**config.mk**
```make
export PLATFORM = sky130hd
export DESIGN_NAME = pdm_stereo_tx
export DESIGN_NICKNAME = d
export VERILOG_FILES = /design/src/rtl/pdm_stereo_tx.sv
export SDC_FILE = /design/constraint.sdc
export NUM_CORES = 1
export LEC_CHECK = 0
export CAP_MARGIN = 20
export CORE_MARGIN = 1
export CORE_UTILIZATION = 45
export CTS_CLUSTER_SIZE = 20
export DETAILED_ROUTE_END_ITERATION = 8
export HOLD_SLACK_MARGIN = 0.08
export SETUP_SLACK_MARGIN = 0.4
export SLEW_MARGIN = 10
export SYNTH_ARGS = -nofsm -noshare
export SYNTH_HDL_FRONTEND = slang
export SYNTH_SLANG_ARGS = --single-unit
```
**constraint.sdc**
```tcl
create_clock -name clk -period 5.2 [get_ports clk]
set_input_delay 1.04 -clock clk [delete_from_list [all_inputs] [get_ports clk]]
set_output_delay 1.04 -clock clk [all_outputs]
set_load 0.03 [all_outputs]
```
**src/rtl/pdm_stereo_tx.sv**
```systemverilog
// rtl/pdm_stereo_tx.sv - stereo PDM transmitter with per-channel first-order sigma-delta modulators
module pdm_stereo_tx #(
    parameter int PCM_BITS = 16,
    parameter int OSR_LOG2 = 6
) (
    input  logic                clk,
    input  logic                rst,
    input  logic                mode,
    input  logic [PCM_BITS-1:0] pcm_left,
    input  logic [PCM_BITS-1:0] pcm_right,
    input  logic                pcm_valid,
    output logic                pcm_ready,
    output logic                pdm_clk,
    output logic                pdm_data,
    output logic                underrun
);

    // Accumulator carries two guard bits so acc stays in [-2FS, 2FS-2] without saturation.
    localparam int AW = PCM_BITS + 2;
    localparam logic signed [AW-1:0] FS_POS = {2'b00, 1'b1, {(PCM_BITS-1){1'b0}}};
    localparam logic signed [AW-1:0] FS_NEG = -FS_POS;

    logic [6:0]            hcnt_q, hcnt_d;
    logic [OSR_LOG2-1:0]   pcnt_q;
    logic                  pdm_clk_q, pdm_data_q, underrun_q;
    logic                  hold_full_q, hold_full_d;
    logic                  mode_q, started_q;
    logic [PCM_BITS-1:0]   hold_l_q, hold_r_q, active_l_q, active_r_q;
    logic signed [AW-1:0]  acc_l_q, acc_r_q, acc_l_d, acc_r_d;
    logic signed [AW-1:0]  x_l, x_r;
    logic                  tick, rise, fall, boundary, load, xfer, mode_eff;
    logic                  bit_l, bit_r;

    function automatic logic signed [AW-1:0] sext(input logic [PCM_BITS-1:0] v);
        return $signed({{2{v[PCM_BITS-1]}}, v});
    endfunction

    assign tick     = (hcnt_q == 7'd0);
    assign rise     = tick & ~pdm_clk_q;
    assign fall     = tick & pdm_clk_q;
    assign boundary = rise & (pcnt_q == '0);
    // Consumption looks at the holding state from the start of the cycle; no bypass.
    assign load     = boundary & hold_full_q;
    assign xfer     = pcm_valid & ~hold_full_q;
    // The rate captured at a boundary already governs the half period that starts there.
    assign mode_eff = boundary ? mode : mode_q;
    assign bit_l    = ~acc_l_q[AW-1];
    assign bit_r    = ~acc_r_q[AW-1];

    assign pcm_ready = ~hold_full_q;
    assign pdm_clk   = pdm_clk_q;
    assign pdm_data  = pdm_data_q;
    assign underrun  = underrun_q;

    // Next-state for the half-period counter, holding flag and both modulators.
    always_comb begin
        hcnt_d = hcnt_q - 7'd1;
        if (tick) begin
            hcnt_d = mode_eff ? 7'd31 : 7'd63;
        end
        hold_full_d = hold_full_q;
        if (xfer) begin
            hold_full_d = 1'b1;
        end else if (load) begin
            hold_full_d = 1'b0;
        end
        x_l = load ? sext(hold_l_q) : sext(active_l_q);
        x_r = sext(active_r_q);
        acc_l_d = acc_l_q;
        if (rise) begin
            acc_l_d = acc_l_q + x_l + (bit_l ? FS_NEG : FS_POS);
        end
        acc_r_d = acc_r_q;
        if (fall) begin
            acc_r_d = acc_r_q + x_r + (bit_r ? FS_NEG : FS_POS);
        end
    end

    // Bit clock generation: half-period countdown, toggle, period count, rate capture.
    always_ff @(posedge clk or posedge rst) begin
        if (rst) begin
            hcnt_q    <= 7'd0;
            pdm_clk_q <= 1'b0;
            pcnt_q    <= '0;
            mode_q    <= 1'b0;
        end else begin
            hcnt_q <= hcnt_d;
            if (tick) begin
                pdm_clk_q <= ~pdm_clk_q;
            end
            if (rise) begin
                pcnt_q <= pcnt_q + 1'b1;
            end
            if (boundary) begin
                mode_q <= mode;
            end
        end
    end

    // Sample path: holding register, frame-boundary load, started flag and underrun pulse.
    always_ff @(posedge clk or posedge rst) begin
        if (rst) begin
            hold_full_q <= 1'b0;
            hold_l_q    <= '0;
            hold_r_q    <= '0;
            active_l_q  <= '0;
            active_r_q  <= '0;
            started_q   <= 1'b0;
            underrun_q  <= 1'b0;
        end else begin
            hold_full_q <= hold_full_d;
            if (xfer) begin
                hold_l_q <= pcm_left;
                hold_r_q <= pcm_right;
            end
            if (load) begin
                active_l_q <= hold_l_q;
                active_r_q <= hold_r_q;
            end
            started_q  <= started_q | xfer;
            underrun_q <= boundary & ~hold_full_q & started_q;
        end
    end

    // Modulator state and the shared data wire: left bit on rise, right bit on fall.
    always_ff @(posedge clk or posedge rst) begin
        if (rst) begin
            acc_l_q    <= '0;
            acc_r_q    <= '0;
            pdm_data_q <= 1'b0;
        end else begin
            acc_l_q <= acc_l_d;
            acc_r_q <= acc_r_d;
            if (rise) begin
                pdm_data_q <= bit_l;
            end else if (fall) begin
                pdm_data_q <= bit_r;
            end
        end
    end

endmodule

```
=== Yosys cells after proc, flatten, opt, wreduce, memory -nomap -nowiden ===
Index checks and enable logic that the tools add are counted.

* Register bits after elaboration: 119
* Input bits: 36
* Output and inout bits: 4
* Logic and storage cells: 46

* Add/subtract/negate cells: 6
* Muxes and demuxes: 10
* Bitwise gates (word level): 12
* Reductions and logical operators: 4

{| class="wikitable"
|+ Operators by type and width
! cell !! number
|-
| $add 18x18->18 || 3
|-
| $mux 18 || 3
|-
| $add 18x16->18 || 1
|-
| $and 1x1->1 || 7
|-
| $logic_not 7->1 || 1
|-
| $mux 7 || 1
|-
| $sub 7x1->7 const B || 1
|-
| $add 6x1->6 const B || 1
|-
| $logic_not 6->1 || 1
|-
| $mux 6 || 1
|-
| $mux 1 || 5
|-
| $not 1->1 || 4
|-
| $reduce_bool 2->1 || 2
|-
| $or 1x1->1 || 1
|}

=== Logic depth before layout (Yosys ltp) ===
Gate-level depths: netlist of the first run.

* Word-level depth: 7
* Mapped depth: 17
* Gate-level depth less buffers: 14

=== Least setup slack after synthesis of the first run ===
OpenSTA, ideal clock, no wires.

* Kind: reg-to-reg
* Start: register hcnt_q[3]
* End: register acc_l_q[14]
* Library setup time: 0.133 ns
* Data arrival time: 3.494 ns
* Required time: 5.067 ns
* Setup slack: 1.573 ns
* Stages on the path, launching flop included: 15
* Buffers on the path: 2
* Period minus slack after synthesis: 3.627 ns
* Path through: dfrtp_1 nor4_4 and3_1 buf_4 and2_4 buf_4 mux2_2 ha_1 ha_1 a2111oi_2 o21ai_1 a41o_1 a311oi_2 xor2_1 o21ai_0

* Longest elaborated chain between the ends: 7

{| class="wikitable"
|+ RTL lines
! what !! line !! RTL
|-
| start, declared || 23 || <nowiki>logic [6:0] hcnt_q, hcnt_d;</nowiki>
|-
| start signal, assigned || 87 || <nowiki>hcnt_q <= hcnt_d;</nowiki>
|-
| $logic_not 7->1 (*) || 38 || <nowiki>assign tick = (hcnt_q == 7'd0);</nowiki>
|-
| $and 1x1->1 (*) || 39 || <nowiki>assign rise = tick & ~pdm_clk_q;</nowiki>
|-
| $and 1x1->1 || 41 || <nowiki>assign boundary = rise & (pcnt_q == '0);</nowiki>
|-
| $and 1x1->1 || 43 || <nowiki>assign load = boundary & hold_full_q;</nowiki>
|-
| $mux 18 || 67 || <nowiki>x_l = load ? sext(hold_l_q) : sext(active_l_q);</nowiki>
|-
| $add 18x18->18 (2 in a row) || 71 || <nowiki>acc_l_d = acc_l_q + x_l + (bit_l ? FS_NEG : FS_POS);</nowiki>
|-
| end signal, assigned || 132 || <nowiki>acc_l_q <= acc_l_d;</nowiki>
|-
| end, declared || 29 || <nowiki>logic signed [AW-1:0] acc_l_q, acc_r_q, acc_l_d, acc_r_d;</nowiki>
|}

Every way passes the cells marked *; elsewhere a longest branch is shown, timed or not.
A chain may end at the register's enable or synchronous reset.

=== Worst setup path in the final report of the first run ===
Ends and elaborated chain as after synthesis.

==> summary.md, run 1 <==
| Metric | Value |
|---|---|
| Outcome | finished clean |
| Root buf cell | clkbuf_16 |
| Top Ports | 40 |
| Clk slew on worst S/H paths | 60 ps |
| Antenna Nets Post-Route | 0 |
| Setup TNS | 0 ps |
| Post-synthesis xor/xnor area fraction | 4.05% |
| Pins Over Slew Limit | 0 |
| Max-slew headroom | 39.7% |
| Reg2reg setup slack | 1180 ps |
| Post-Syn Nets | 714 |
| Layout cells sized above 1 | 17.2% |
| Row count | 44 |
| Half-perimeter wire length after placement | 8600 um |
| Vias in the first global route | 4680 |
| Worst VDD drop | 0.286 mV |
| DR DRC count | 0 |
| Adder-cell area share of the yosys netlist | 13.9% |
| Vias | 4499 |
| Starting Density | 46.1% |
| CTS Hold Bufs | 0 |
| Core Area | 14500 um^2 |
| CTS tree | built |
| Hold path cells | 1 |
| First-pass GRT wire length | 21300 um |
| Area Growth Syn to Fin | 18.4% |
| Final cycle utilization of the critical path | 77.2% |
| Async SR Flop Fraction | 100% |
| Die Ht | 124 um |
| Post CTS Setup Buffer Count | 0 |
| Max Fanout on Critical Path | 25 |
| # H-tree levels | 4 |
| FMAX | 249 MHz |
| Compound-cell area share of the yosys netlist | 11.3% |
| Cells after synthesis | 606 |
| Hold Fails Final Rpt | 0 |
| Worst reg2reg endpoint | acc_l_q[14] |
| Routed vias/inst | 5.32 |
| Hold Path Class | flip-flop to flip-flop |
| Prevailing post-synth register cell | dfrtp_1 |
| Port buffer count | 39 |
| Critical Path AT | 4300 ps |
| Post-synthesis mux area share | 13.7% |
| Antenna fix cells | 0 |
| Post-cts resize count | 0 |
| Wire per inst | 14.5 um |
| GRT Util Overall | 18.1% |
| Drt total wl | 12200 um |
| # nets final | 757 |
| Post-synth cell types | 58 |
| Startpoint Class | flip-flop |
| Req. time, crit path | 5490 ps |
| Sequential area share after synthesis | 44.4% |
| Min Tclk post-route | 4020 ps |
| CP Class | flip-flop to flip-flop |
| First DRT Iteration DRCs | 181 |
| Largest family of logic cells by synthesized area | adder cells |
| Leakage | 0.00367 uW |
| Largest net degree at the start of global routing | 55 |
| Clk sink count | 119 |
| R2r startpoint | hcnt_q[3] |
| Antenna violations before repair | 0 |
| RePlAce Congestion | 0.887 |
| Netlist Area Pre-Place | 6710 um^2 |
| Post-synth top area cell | dfrtp_1 |
| PwrDens | 516 nW/um^2 |
| Beginning of the worst hold path | started_q |
| Die Wd | 124 um |
| Yosys top cell area share | 44.4% |
| DRT Pass-1 Iters | 6 |
| Most frequent cells in the layout | dfrtp_1, nand2_1, ha_1 |
| R2r worst-path depth | 12 |
| Syn Area/Cell | 11.1 um^2 |
| Post-Synth Simple-Gate Area | 9.31% |
| Grt ovf | 0 |
| Die ar. | 15400 um^2 |
| #FFs+latches synth | 119 |
| TritonCTS Buffers | 17 |
| RSZ-0062 raised after global routing | false |
| Final setup fails | 0 |
| Worst-Margin Slew | 904 ps |
| Commonest non-fill, non-tap cell in the layout | dfrtp_1 |
| Worst hold endpoint | started_q |
| Number of enable flip-flop cells after synthesis | 0 |
| Fin area | 7940 um^2 |
| Clk buf depth | 2 |
| CP Capture Type | flip-flop |
| Clk_lat worst skew | 410 ps |
| Syn. warnings | 0 |
| Max-cap violations | 0 |
| Synth area leaders | dfrtp_1, ha_1, mux2_2, nand2_1, o21ai_0 |
| Utilization after layout | 54.6% |
| Placed Instance Area | 7260 um^2 |
| Clock Skew | 9.88 ps |
[metal layers]
metal / up-vias / routed length [um] / global-route usage [%]
met1: 2194 / 5580 / 21.6
met5: - / 0 / 0
met4: 0 / 162 / 6.77
met2: 56 / 6130 / 30.7
met3: 12 / 366 / 5.22
li1: 2237 / - / -
[cell usage after synthesis, drive strengths merged, types with 8 or more instances]
cell	n
dfrtp	119
mux2	80
nand2	72
ha	68
o21ai	42
inv	27
a21oi	20
nor2	20
xnor2	16
xor2	15
buf	13
nand3	11
a21o	10
clkbuf	9
nor3	8
o211ai	8
[critical path, cell delays in order (launching register included)]
cell and delay, ps:
dfrtp_1 440, nor4_4 350, and3_1 230, and2_4 380
mux2_2 380, ha_1 310, ha_1 320, a211oi_1 410
o21ai_1 160, a41o_1 340, a311oi_2 310, xor2_1 170
o21ai_0 80
[where the power goes]
group,leakage [uW],switching [uW],internal [uW],total [uW]
combinational,0.00192,747,709,1460
sequential,0.00144,156,1190,1340
clock,0.000307,421,872,1290
[worst max path at each step]
stage,start,endpoint,slack [ps],depth (start not counted)
floorplan,rst,acc_l_q[0],1000,1
global placement,hcnt_q[3],acc_l_q[14],1280,12
detailed placement,pcnt_q[2],acc_l_q[14],1180,12
CTS,pcnt_q[2],acc_l_q[14],1170,12
global route,hcnt_q[3],acc_l_q[14],920,12
finish,hcnt_q[3],acc_l_q[14],1180,12
[registers in the layout (all words and copies together), names as in the netlist]
signal       cells
hold_l_q        16
pdm_clk          1
active_r_q      16
pdm_data         1
acc_l_q         18
pcnt_q           6
active_l_q      16
mode_q           1
acc_r_q         18
hold_full_q      1
underrun         1
started_q        1
hold_r_q        16
hcnt_q           7
[kinds of logic (layout without fill, tap and decap cells)]
family	after synthesis	in the layout
AOI/OAI and AO/OA	116	116
xor gates and xnor gates	31	31
adders and majority gates	72	72
muxes	82	82
and+or+nand+nor	137	137
DFF	119	119
buffers and inverters	49	104
[through the flow]
stage | hold WS, ps | worst slack (ps) | cells | power [uW]
after detailed placement | 458 | 1180 | 813 | 2810
after floorplan | 422 | 1000 | 606 | 2490
after global placement | 445 | 1280 | 813 | 2760
after global routing | 479 | 919 | 845 | 4410
final | 463 | 1180 | 845 | 4090
after CTS | 466 | 1170 | 844 | 4130
[final cells by class]
cell class	instances	area, um^2
Timing Repair Buffer	46	463
Sequential cell	119	2980
Inverter	27	104
Fill cell	1292	6600
Tap cell	184	230
Clock inverter	12	199
Multi-Input combinational cell	438	3510
Clock buffer	19	453
Note: power is estimated with default switching activity, not from simulation.
==> run 2, diff against run 1 <==
Clock period 5.2 ns to 3.7 ns, I/O delays scaled along.
==> run 2 against run 1 <==
Against the previous run:
- cell count is 3.1% higher
- combinational power is 81% higher
- via count is 3.7% higher
- highest routed layer unchanged
- die area stayed put
- hold slack better by 1.9 ps
- routed wire length is 7.9% higher
- first-iteration DRC count is 26% higher
- clock power is 20% higher
==> summary.md, run 2 (synthesis gave the netlist of run 1 again) <==
| Metric | Value |
|---|---|
| Outcome | finished clean (unchanged) |
| Vias | 4666 (was 4499) |
| Grt ovf | 0 (unchanged) |
| Row count | 44 (unchanged) |
| GR Layer Usage met1 | 22.6% (was 21.6%) |
| Req. time, crit path | 3980 ps (was 5490 ps) |
| RePlAce Congestion | 0.864 (was 0.887) |
| Drt total wl | 13200 um (was 12200 um) |
| Critical Path AT | 3740 ps (was 4300 ps) |
| Slowest stage delay, CP | 430 ps (was 440 ps) |
| Min Tclk post-route | 3460 ps (was 4020 ps) |
| Half-perimeter wire length after placement | 8930 um (was 8600 um) |
| Crit path depth | 12 (unchanged) |
| CP bufs+invs | 0 (unchanged) |
| Worst reg2reg endpoint | acc_l_q[14] (unchanged) |
| Placed Instance Area | 7530 um^2 (was 7260 um^2) |
| R2r startpoint | hcnt_q[2] (was hcnt_q[3]) |
| Clock Skew | 5.38 ps (was 9.88 ps) |
| Final cycle utilization of the critical path | 93.4% (was 77.2%) |
| Clk sink count | 119 (unchanged) |
| # H-tree levels | 4 (unchanged) |
| Clk slew on worst S/H paths | 50 ps (was 60 ps) |
| First DRT Iteration DRCs | 228 (was 181) |
| GRT Util Overall | 18.9% (was 18.1%) |
| Wire per inst | 15.2 um (was 14.5 um) |
| Startpoint Class | flip-flop (unchanged) |
| # nets final | 785 (was 757) |
| Die Wd | 124 um (unchanged) |
| DP Cell Count | 826 (was 813) |
| Hold Fails Final Rpt | 0 (unchanged) |
| Port buffer count | 39 (unchanged) |
| Die ar. | 15400 um^2 (unchanged) |
| Worst setup path endpoint | acc_l_q[14] (unchanged) |
| Die Ht | 124 um (unchanged) |
| Reg2reg setup slack | 240 ps (was 1180 ps) |
| CP Capture Type | flip-flop (unchanged) |
| Commonest non-fill, non-tap cell in the layout | dfrtp_1 (unchanged) |
| Power Total | 6100 uW (was 4090 uW) |
| Root buf cell | clkbuf_16 (unchanged) |
| Hold Path Class | flip-flop to flip-flop (unchanged) |
| Worst VDD drop | 0.522 mV (was 0.286 mV) |
| Beginning of the worst hold path | hcnt_q[0] (was started_q) |
| Routed vias/inst | 5.36 (was 5.32) |
| PwrDens | 724 nW/um^2 (was 516 nW/um^2) |
| Setup TNS | 0 ps (unchanged) |
| Antenna violations before repair | 0 (unchanged) |
| Max-cap violations | 0 (unchanged) |
| Final setup fails | 0 (unchanged) |
| CP Class | flip-flop to flip-flop (unchanged) |
| Max Fanout on Critical Path | 5 (was 25) |
| Area Growth Syn to Fin | 25.6% (was 18.4%) |
| Top Ports | 40 (unchanged) |
| Utilization after layout | 58.0% (was 54.6%) |
| R2r worst-path depth | 12 (unchanged) |
| Leakage | 0.00380 uW (was 0.00367 uW) |
| Post-route insts no fill | 871 (was 845) |
| Worst-Margin Slew | 723 ps (was 904 ps) |
| Biggest regs | acc_l_q (18), acc_r_q (18) (unchanged) |
| DRT Pass-1 Iters | 4 (was 6) |
| Starting Density | 46.1% (unchanged) |
| Max-slew headroom | 51.7% (was 39.7%) |
| TritonCTS Buffers | 17 (unchanged) |
| RSZ-0062 raised after global routing | true (was false) |
| Crit-path cells | nor4_4 -> and3_4 -> and2_4 -> mux2_4 -> ha_4 -> ha_4 -> a2111oi_4 -> o21ai_2 -> a41o_2 -> a311oi_2 -> xor2_1 -> o21ai_1 (was nor4_4 -> and3_1 -> and2_4 -> mux2_2 -> ha_1 -> ha_1 -> a211oi_1 -> o21ai_1 -> a41o_1 -> a311oi_2 -> xor2_1 -> o21ai_0) |
| FMAX | 289 MHz (was 249 MHz) |
| GR Util met2 | 32.8% (was 30.7%) |
| DR DRC count | 0 (unchanged) |
| Global-route layer with the greatest usage | met2 (unchanged) |
| First-pass GRT wire length | 22200 um (was 21300 um) |
| Core Area | 14500 um^2 (unchanged) |
| Antenna fix cells | 0 (unchanged) |
| Clk_lat worst skew | 410 ps (about the same) |
| Met3 usage | 5.08% (was 5.22%) |
| Most frequent cells in the layout | dfrtp_1, nand2_1, mux2_2 (was dfrtp_1, nand2_1, ha_1) |
| Clk buf depth | 2 (unchanged) |
| Slowest cell on crit path | dfrtp_2 (was dfrtp_1) |
| Largest net degree at the start of global routing | 61 (was 55) |
| Crit path top cell by count | ha_4 (was ha_1) |
| Antenna Nets Post-Route | 0 (unchanged) |
| CTS tree | built (unchanged) |
| Fin area | 8420 um^2 (was 7940 um^2) |
| CTS Hold Bufs | 0 (unchanged) |
| Vias in the first global route | 4756 (was 4680) |
| Critical Path Source | hcnt_q[2] (was hcnt_q[3]) |
| CP top delay family | compound AO/OA/AOI/OAI gates (unchanged) |
| Pins Over Slew Limit | 0 (unchanged) |
| Layout cells sized above 1 | 26.3% (was 17.2%) |
==> run 2: layout make-up <==
class	instances	area, um^2
clock buffer	26	519
clock inverter	3	40.0
fill	1233	6110
inverter	27	105
multi-input combinational	440	3880
sequential	119	2980
tap	184	230
timing repair buffer	72	671
==> run 2: worst min path at each step <==
stage,slack [ps],to,cells past startpoint
global placement,450,started_q,1
global route,480,hcnt_q[0],1
detailed placement,450,started_q,1
CTS,460,hcnt_q[0],1
floorplan,420,hcnt_q[0],1
finish,470,hcnt_q[0],1
==> run 2: per-stage QoR <==
stage	setup WS (ps)	hold slack (ps)
after detailed placement	31.7	454
after global placement	68.4	445
final	244	465
after floorplan	338	422
after global routing	145	482
after CTS	241	464
==> run 2: what timing repair did <==
action	CTS	global route
setup buffers	11	3
pin swaps	22	15
resized for setup	23	21
setup endpoints to repair	11	11
gates cloned	2	0
==> run 2: power breakdown <==
group / switching [uW] / leakage (uW) / internal (uW)
clock network: 536 / 0.000278 / 1020
registers: 235 / 0.00144 / 1670
logic: 1260 / 0.00208 / 1380
==> run 2: per-layer routing <==
metal  routed length (um)  part of all wire (%)  up-vias
met5                    0                     0        -
li1                     -                     -     2306
met4                  169                   1.3        0
met1                 5930                    45     2285
met3                  419                   3.2       13
met2                 6690                    51       62
